[config.mk]
export PLATFORM = sky130hd
export DESIGN_NAME = fp_mul_sched
export DESIGN_NICKNAME = d
export VERILOG_FILES = /design/src/rtl/fp_ops_pkg.sv /design/src/rtl/fp_mul32.sv /design/src/rtl/rr_arbiter4.sv /design/src/rtl/fp_mul_sched.sv
export SDC_FILE = /design/constraint.sdc
export NUM_CORES = 2
export LEC_CHECK = 0
export CAP_MARGIN = 30
export CORE_UTILIZATION = 60
export CTS_BUF_LIST = sky130_fd_sc_hd__clkbuf_16
export CTS_CLUSTER_DIAMETER = 120
export DETAILED_ROUTE_END_ITERATION = 16
export DONT_BUFFER_PORTS = 1
export PLACE_DENSITY = 0.74
export SLEW_MARGIN = 40
export SYNTH_ARGS = -nofsm -noshare
export SYNTH_HDL_FRONTEND = slang
export SYNTH_SLANG_ARGS = --single-unit
[constraint.sdc]
create_clock -name clk -period 19.62 [get_ports clk]
set_input_delay 0.981 -clock clk [delete_from_list [all_inputs] [get_ports clk]]
set_output_delay 0.981 -clock clk [all_outputs]
set_load 0.02 [all_outputs]
[src/rtl/fp_ops_pkg.sv]
// Shared types and constants for the single-precision multiply scheduler.
// The request id width and the stage entry layouts are defined here.
package fp_ops_pkg;

  localparam int          NUM_REQ_DEFAULT = 4;
  localparam logic [31:0] FP_NAN          = 32'h7FC0_0000;
  localparam logic [31:0] FP_INF          = 32'h7F80_0000;
  localparam int          FP_BIAS         = 127;

  typedef logic [1:0] req_id_t;

  typedef struct packed {
    logic        valid;
    logic [31:0] a;
    logic [31:0] b;
    req_id_t     id;
  } s1_entry_t;

  typedef struct packed {
    logic        valid;
    logic [31:0] data;
    req_id_t     id;
  } s2_entry_t;

endpackage

[src/rtl/fp_mul32.sv]
// Combinational IEEE-754 single multiplier: truncating, subnormals flushed to zero,
// overflow saturates to infinity, any NaN result is the canonical quiet NaN.
module fp_mul32
  import fp_ops_pkg::*;
(
  input  logic [31:0] a,
  input  logic [31:0] b,
  output logic [31:0] y
);

  logic               sign;
  logic [7:0]         ea, eb;
  logic [22:0]        ma, mb;
  logic               a_nan, b_nan, a_inf, b_inf, a_zero, b_zero;
  logic [47:0]        prod;
  logic               norm;
  logic [22:0]        mant;
  logic signed [9:0]  e_sum;
  logic               unused_low;

  assign sign   = a[31] ^ b[31];
  assign ea     = a[30:23];
  assign eb     = b[30:23];
  assign ma     = a[22:0];
  assign mb     = b[22:0];
  assign a_nan  = (ea == 8'hFF) && (ma != '0);
  assign b_nan  = (eb == 8'hFF) && (mb != '0);
  assign a_inf  = (ea == 8'hFF) && (ma == '0);
  assign b_inf  = (eb == 8'hFF) && (mb == '0);
  assign a_zero = (ea == 8'h00);
  assign b_zero = (eb == 8'h00);

  assign prod       = 48'({1'b1, ma}) * 48'({1'b1, mb});
  assign norm       = prod[47];
  assign mant       = norm ? prod[46:24] : prod[45:23];
  assign unused_low = ^prod[22:0];

  // Unbiased sum can go negative (underflow) or past 254 (overflow), hence 10 signed bits.
  assign e_sum = $signed({2'b00, ea}) + $signed({2'b00, eb})
               - $signed(10'(FP_BIAS)) + $signed({9'd0, norm});

  always_comb begin
    y = {sign, 31'd0};
    if (a_nan || b_nan || (a_inf && b_zero) || (a_zero && b_inf)) begin
      y = FP_NAN;
    end else if (a_inf || b_inf) begin
      y = {sign, FP_INF[30:0]};
    end else if (a_zero || b_zero) begin
      y = {sign, 31'd0};
    end else if (e_sum >= 10'sd255) begin
      y = {sign, FP_INF[30:0]};
    end else if (e_sum <= 10'sd0) begin
      y = {sign, 31'd0};
    end else begin
      y = {sign, e_sum[7:0], mant};
    end
  end

endmodule

[src/rtl/rr_arbiter4.sv]
// Four-way round-robin arbiter: the search starts one past the last winner (ptr).
module rr_arbiter4
  import fp_ops_pkg::*;
(
  input  logic [3:0] req,
  input  req_id_t    ptr,
  output logic [3:0] grant,
  output req_id_t    grant_idx,
  output logic       grant_any
);

  req_id_t idx;

  // NOTE: every signal written here gets a default first so no latch is inferred.
  always_comb begin
    grant     = '0;
    grant_idx = ptr;
    grant_any = 1'b0;
    idx       = ptr;
    for (int i = 1; i <= 4; i++) begin
      idx = ptr + 2'(i);
      if (!grant_any && req[idx]) begin
        grant[idx] = 1'b1;
        grant_idx  = idx;
        grant_any  = 1'b1;
      end
    end
  end

endmodule

[src/rtl/fp_mul_sched.sv]
// Four requesters share one multiplier through a round-robin arbiter feeding a
// two-stage elastic pipeline (S1 operands, S2 product) with in-order responses.
module fp_mul_sched
  import fp_ops_pkg::*;
#(
  parameter int NUM_REQ = NUM_REQ_DEFAULT,
  parameter int CNT_W   = 16
) (
  input  logic                   clk,
  input  logic                   rst_n,
  input  logic [NUM_REQ-1:0]     req_valid,
  input  logic [32*NUM_REQ-1:0]  req_a,
  input  logic [32*NUM_REQ-1:0]  req_b,
  output logic [NUM_REQ-1:0]     req_ready,
  output logic                   rsp_valid,
  output logic [31:0]            rsp_data,
  output logic [1:0]             rsp_id,
  input  logic                   rsp_ready,
  output logic                   busy,
  output logic [CNT_W-1:0]       op_count
);

  req_id_t     ptr;
  s1_entry_t   s1;
  s2_entry_t   s2;
  logic [3:0]  grant;
  req_id_t     grant_idx;
  logic        grant_any;
  logic        s1_advance;
  logic        s1_free;
  logic        accept;
  logic [31:0] sel_a, sel_b;
  logic [31:0] product;

  rr_arbiter4 u_arb (
    .req       (req_valid),
    .ptr       (ptr),
    .grant     (grant),
    .grant_idx (grant_idx),
    .grant_any (grant_any)
  );

  fp_mul32 u_mul (
    .a (s1.a),
    .b (s1.b),
    .y (product)
  );

  assign s1_advance = s1.valid && (!s2.valid || rsp_ready);
  assign s1_free    = !s1.valid || s1_advance;
  // Gated by rst_n so nothing looks accepted while the pipeline is held in reset.
  assign req_ready  = rst_n ? (grant & {NUM_REQ{s1_free}}) : '0;
  assign accept     = grant_any && (|(req_valid & req_ready));

  assign sel_a = req_a[{grant_idx, 5'd0} +: 32];
  assign sel_b = req_b[{grant_idx, 5'd0} +: 32];

  assign rsp_valid = s2.valid;
  assign rsp_data  = s2.data;
  assign rsp_id    = s2.id;
  assign busy      = s1.valid || s2.valid;

  // NOTE: state registers use non-blocking assignments so every flop samples
  // the pre-edge values, regardless of statement order.
  always_ff @(posedge clk or negedge rst_n) begin
    if (!rst_n) begin
      ptr      <= 2'd3;
      s1       <= '0;
      s2       <= '0;
      op_count <= '0;
    end else begin
      if (accept) begin
        ptr      <= grant_idx;
        s1.valid <= 1'b1;
        s1.a     <= sel_a;
        s1.b     <= sel_b;
        s1.id    <= grant_idx;
      end else if (s1_advance) begin
        s1.valid <= 1'b0;
      end

      // A draining S2 is overwritten by the advancing S1 in the same edge.
      if (s1_advance) begin
        s2.valid <= 1'b1;
        s2.data  <= product;
        s2.id    <= s1.id;
      end else if (rsp_ready) begin
        s2.valid <= 1'b0;
      end

      if (s2.valid && rsp_ready) begin
        op_count <= op_count + 1'b1;
      end
    end
  end

endmodule
==> flow_metrics.tcl <==
set metrics [dict create \
    status "completed" \
    slowest_stage "dfrtp_1" \
    async_reset_ff_frac 1.00 \
    synthFlopType "dfrtp_1" \
    first_pass_iters 6 \
    synth_cells 3048 \
    drive_gt1_frac 0.0491 \
    worst_pin_slew_ps 898 \
    ys_ff_latch 120 \
    chipWidth_um 212 \
    final_common_cell "inv_1" \
    worstPathArrival_ps 11010 \
    core_region_area_mm2 0.0433 \
    avgRoutedWirePerCell_um 22.4 \
    via_per_inst 6.02 \
    synth_area_per_cell_um2 8.68 \
    drv_cap 0 \
    dieArea_mm2 0.0449 \
    grt_usage 0.370 \
    cts_buffers 17 \
    clock_path_buffers 2 \
    worstSetupPathType "register to register" \
    stdcell_count 3548 \
    globalplace.congestion 0.981 \
    netlist.area_leader.share 0.365 \
    slew_headroom 0.401 \
    cts-hold-fix-buffers 0 \
    cp-end-kind "register" \
    hp-class "input pin to asynchronous set/reset pin" \
    whs_ps 229 \
    nets 3872 \
    synth_edf_count 0 \
    final_cell_mix "inv_1 (580), nand2_1 (491), fa_1 (482)" \
    area_growth_pct 3.85 \
    fillers 3667 \
    ys_seq_area_frac 0.114 \
    grt_pass1_vias 22500 \
    fmax_mhz 94.2 \
    cts_htree_levels 4 \
    cts.sinks 120 \
    critPathMaxStageDelay_ps 770 \
    vias 21400 \
    grt_max_degree 122 \
    drc 0 \
    finalSetupTns_ps 0 \
    syn_nets 3981 \
    slew_violations 0 \
    cts_tree "yes" \
    cts_setup_buffers 0 \
    min_period_over_period 0.541 \
    die_h_um 212 \
    grt_pass1_wl_mm 123 \
    finalCriticalPeriod_ps 10620 \
    path_clk_slew_ps 60 \
    start_kind "register" \
    antenna_found_initial 13 \
    pin_count 319 \
    synthTopCellsByArea "fa_1 (36%), dfrtp_1 (11%), ha_1 (8.9%), inv_1 (8.2%), nand2_1 (7.0%)" \
    worstPathRequired_ps 20020 \
    clock-skew-final_ps 15.0 \
    drtAntennaViolNets 0 \
    reg2reg_depth 35 \
    cp_max_fo 24 \
    clkLatencyLatePin_ps 460 \
    ys_types 80 \
    grt-ovfl-total 0 \
    post-route-util 0.635 \
    io_buffer_count 0 \
    drt_wl_total_mm 79.6 \
    rsz0062_at_grt "false" \
    dp_hpwl_mm 62.7 \
    setup_viol 0 \
    cts_root_buf "clkbuf_16" \
    start_util 0.611 \
    yosys_warnings 0 \
    row_count 76 \
    final-hold-violation-count 0 \
    cts_resized 0 \
    yosysTopAreaCell "fa_1" \
    synth_area_mm2 0.0264 \
    placedCellCount 3505 \
    first_iter_violations 1644 \
    cpMostUsedCell "fa_1" \
]
-- synth_stat cells, drive strengths merged (14+ instances only) --
library cell,count
a211oi,57
a21o,27
a21oi,70
a31oi,55
and2,269
buf,18
clkbuf,150
dfrtp,118
fa,482
ha,188
inv,581
mux2,51
mux2i,41
nand2,492
nand3,41
nand4,17
nor2,125
nor3,16
nor4,17
o21ai,78
xnor2,35
xor2,14
-- layer usage --
metal / track usage / wire (um)
met5: 0 / 0
met2: 0.607 / 37900
met4: 0.273 / 6550
met3: 0.0595 / 6790
met1: 0.442 / 28400
-- worst paths after layout --
check | to | slack (ps) | from
min in group clk | rsp_id[1] | 480 | s1[1]
max reg2reg | rsp_data[16] | 9000 | s1[2]
max | rsp_data[16] | 9000 | s1[2]
min | op_count[15] | 230 | rst_n
min reg2reg | rsp_id[1] | 480 | s1[1]
max in group asynchronous | ptr[1] | 19190 | rst_n
-- logic make-up (layout without fill, tap and decap cells) --
family / after synthesis / after routing / synth area share
flops: 120 / 120 / 0.114
compound gates: 351 / 351 / 0.0870
xor+xnor: 50 / 50 / 0.0178
mux: 94 / 94 / 0.0389
buf+inv: 750 / 654 / 0.109
simple gates: 1013 / 1013 / 0.180
fa+ha+maj: 670 / 670 / 0.454
other cells: 0 / 11 / 0
-- state kept, by name, indices dropped and copies added (netlist names) --
signal,flops
op_count,16
ptr,2
rsp_data,32
rsp_id,2
rsp_valid,1
s1,67
-- layout make-up --
type	count	area, um2	share of cell area
clock inverter	15	168	0.00611
antenna	11	27.5	0.00100
clock buffer	17	425	0.0155
inverter	582	2180	0.0796
timing repair buffer	40	319	0.0116
tap	585	732	0.0267
sequential	120	3020	0.110
multi-input combinational	2178	20600	0.750
-- stage by stage --
stage	instance area (um2)	worst slack, ps
floorplan	26400	10860
global route	27500	8420
detailed placement	26800	9240
global placement	26800	9250
CTS	27400	9130
finish	27500	9000
-- critical path, delay by kind of cell (launching register included) --
kind	cells	cell delay (ps)
XOR/XNOR	1	220
AND/OR/NAND/NOR	7	2090
AO/OA/AOI/OAI	9	1960
adder cells (fa/ha/maj)	10	4380
flip-flops	1	770
buffers and inverters	8	1130
Power is not shown: default switching activity piles up to over one toggle a cycle in this logic, so the estimate is an artifact.
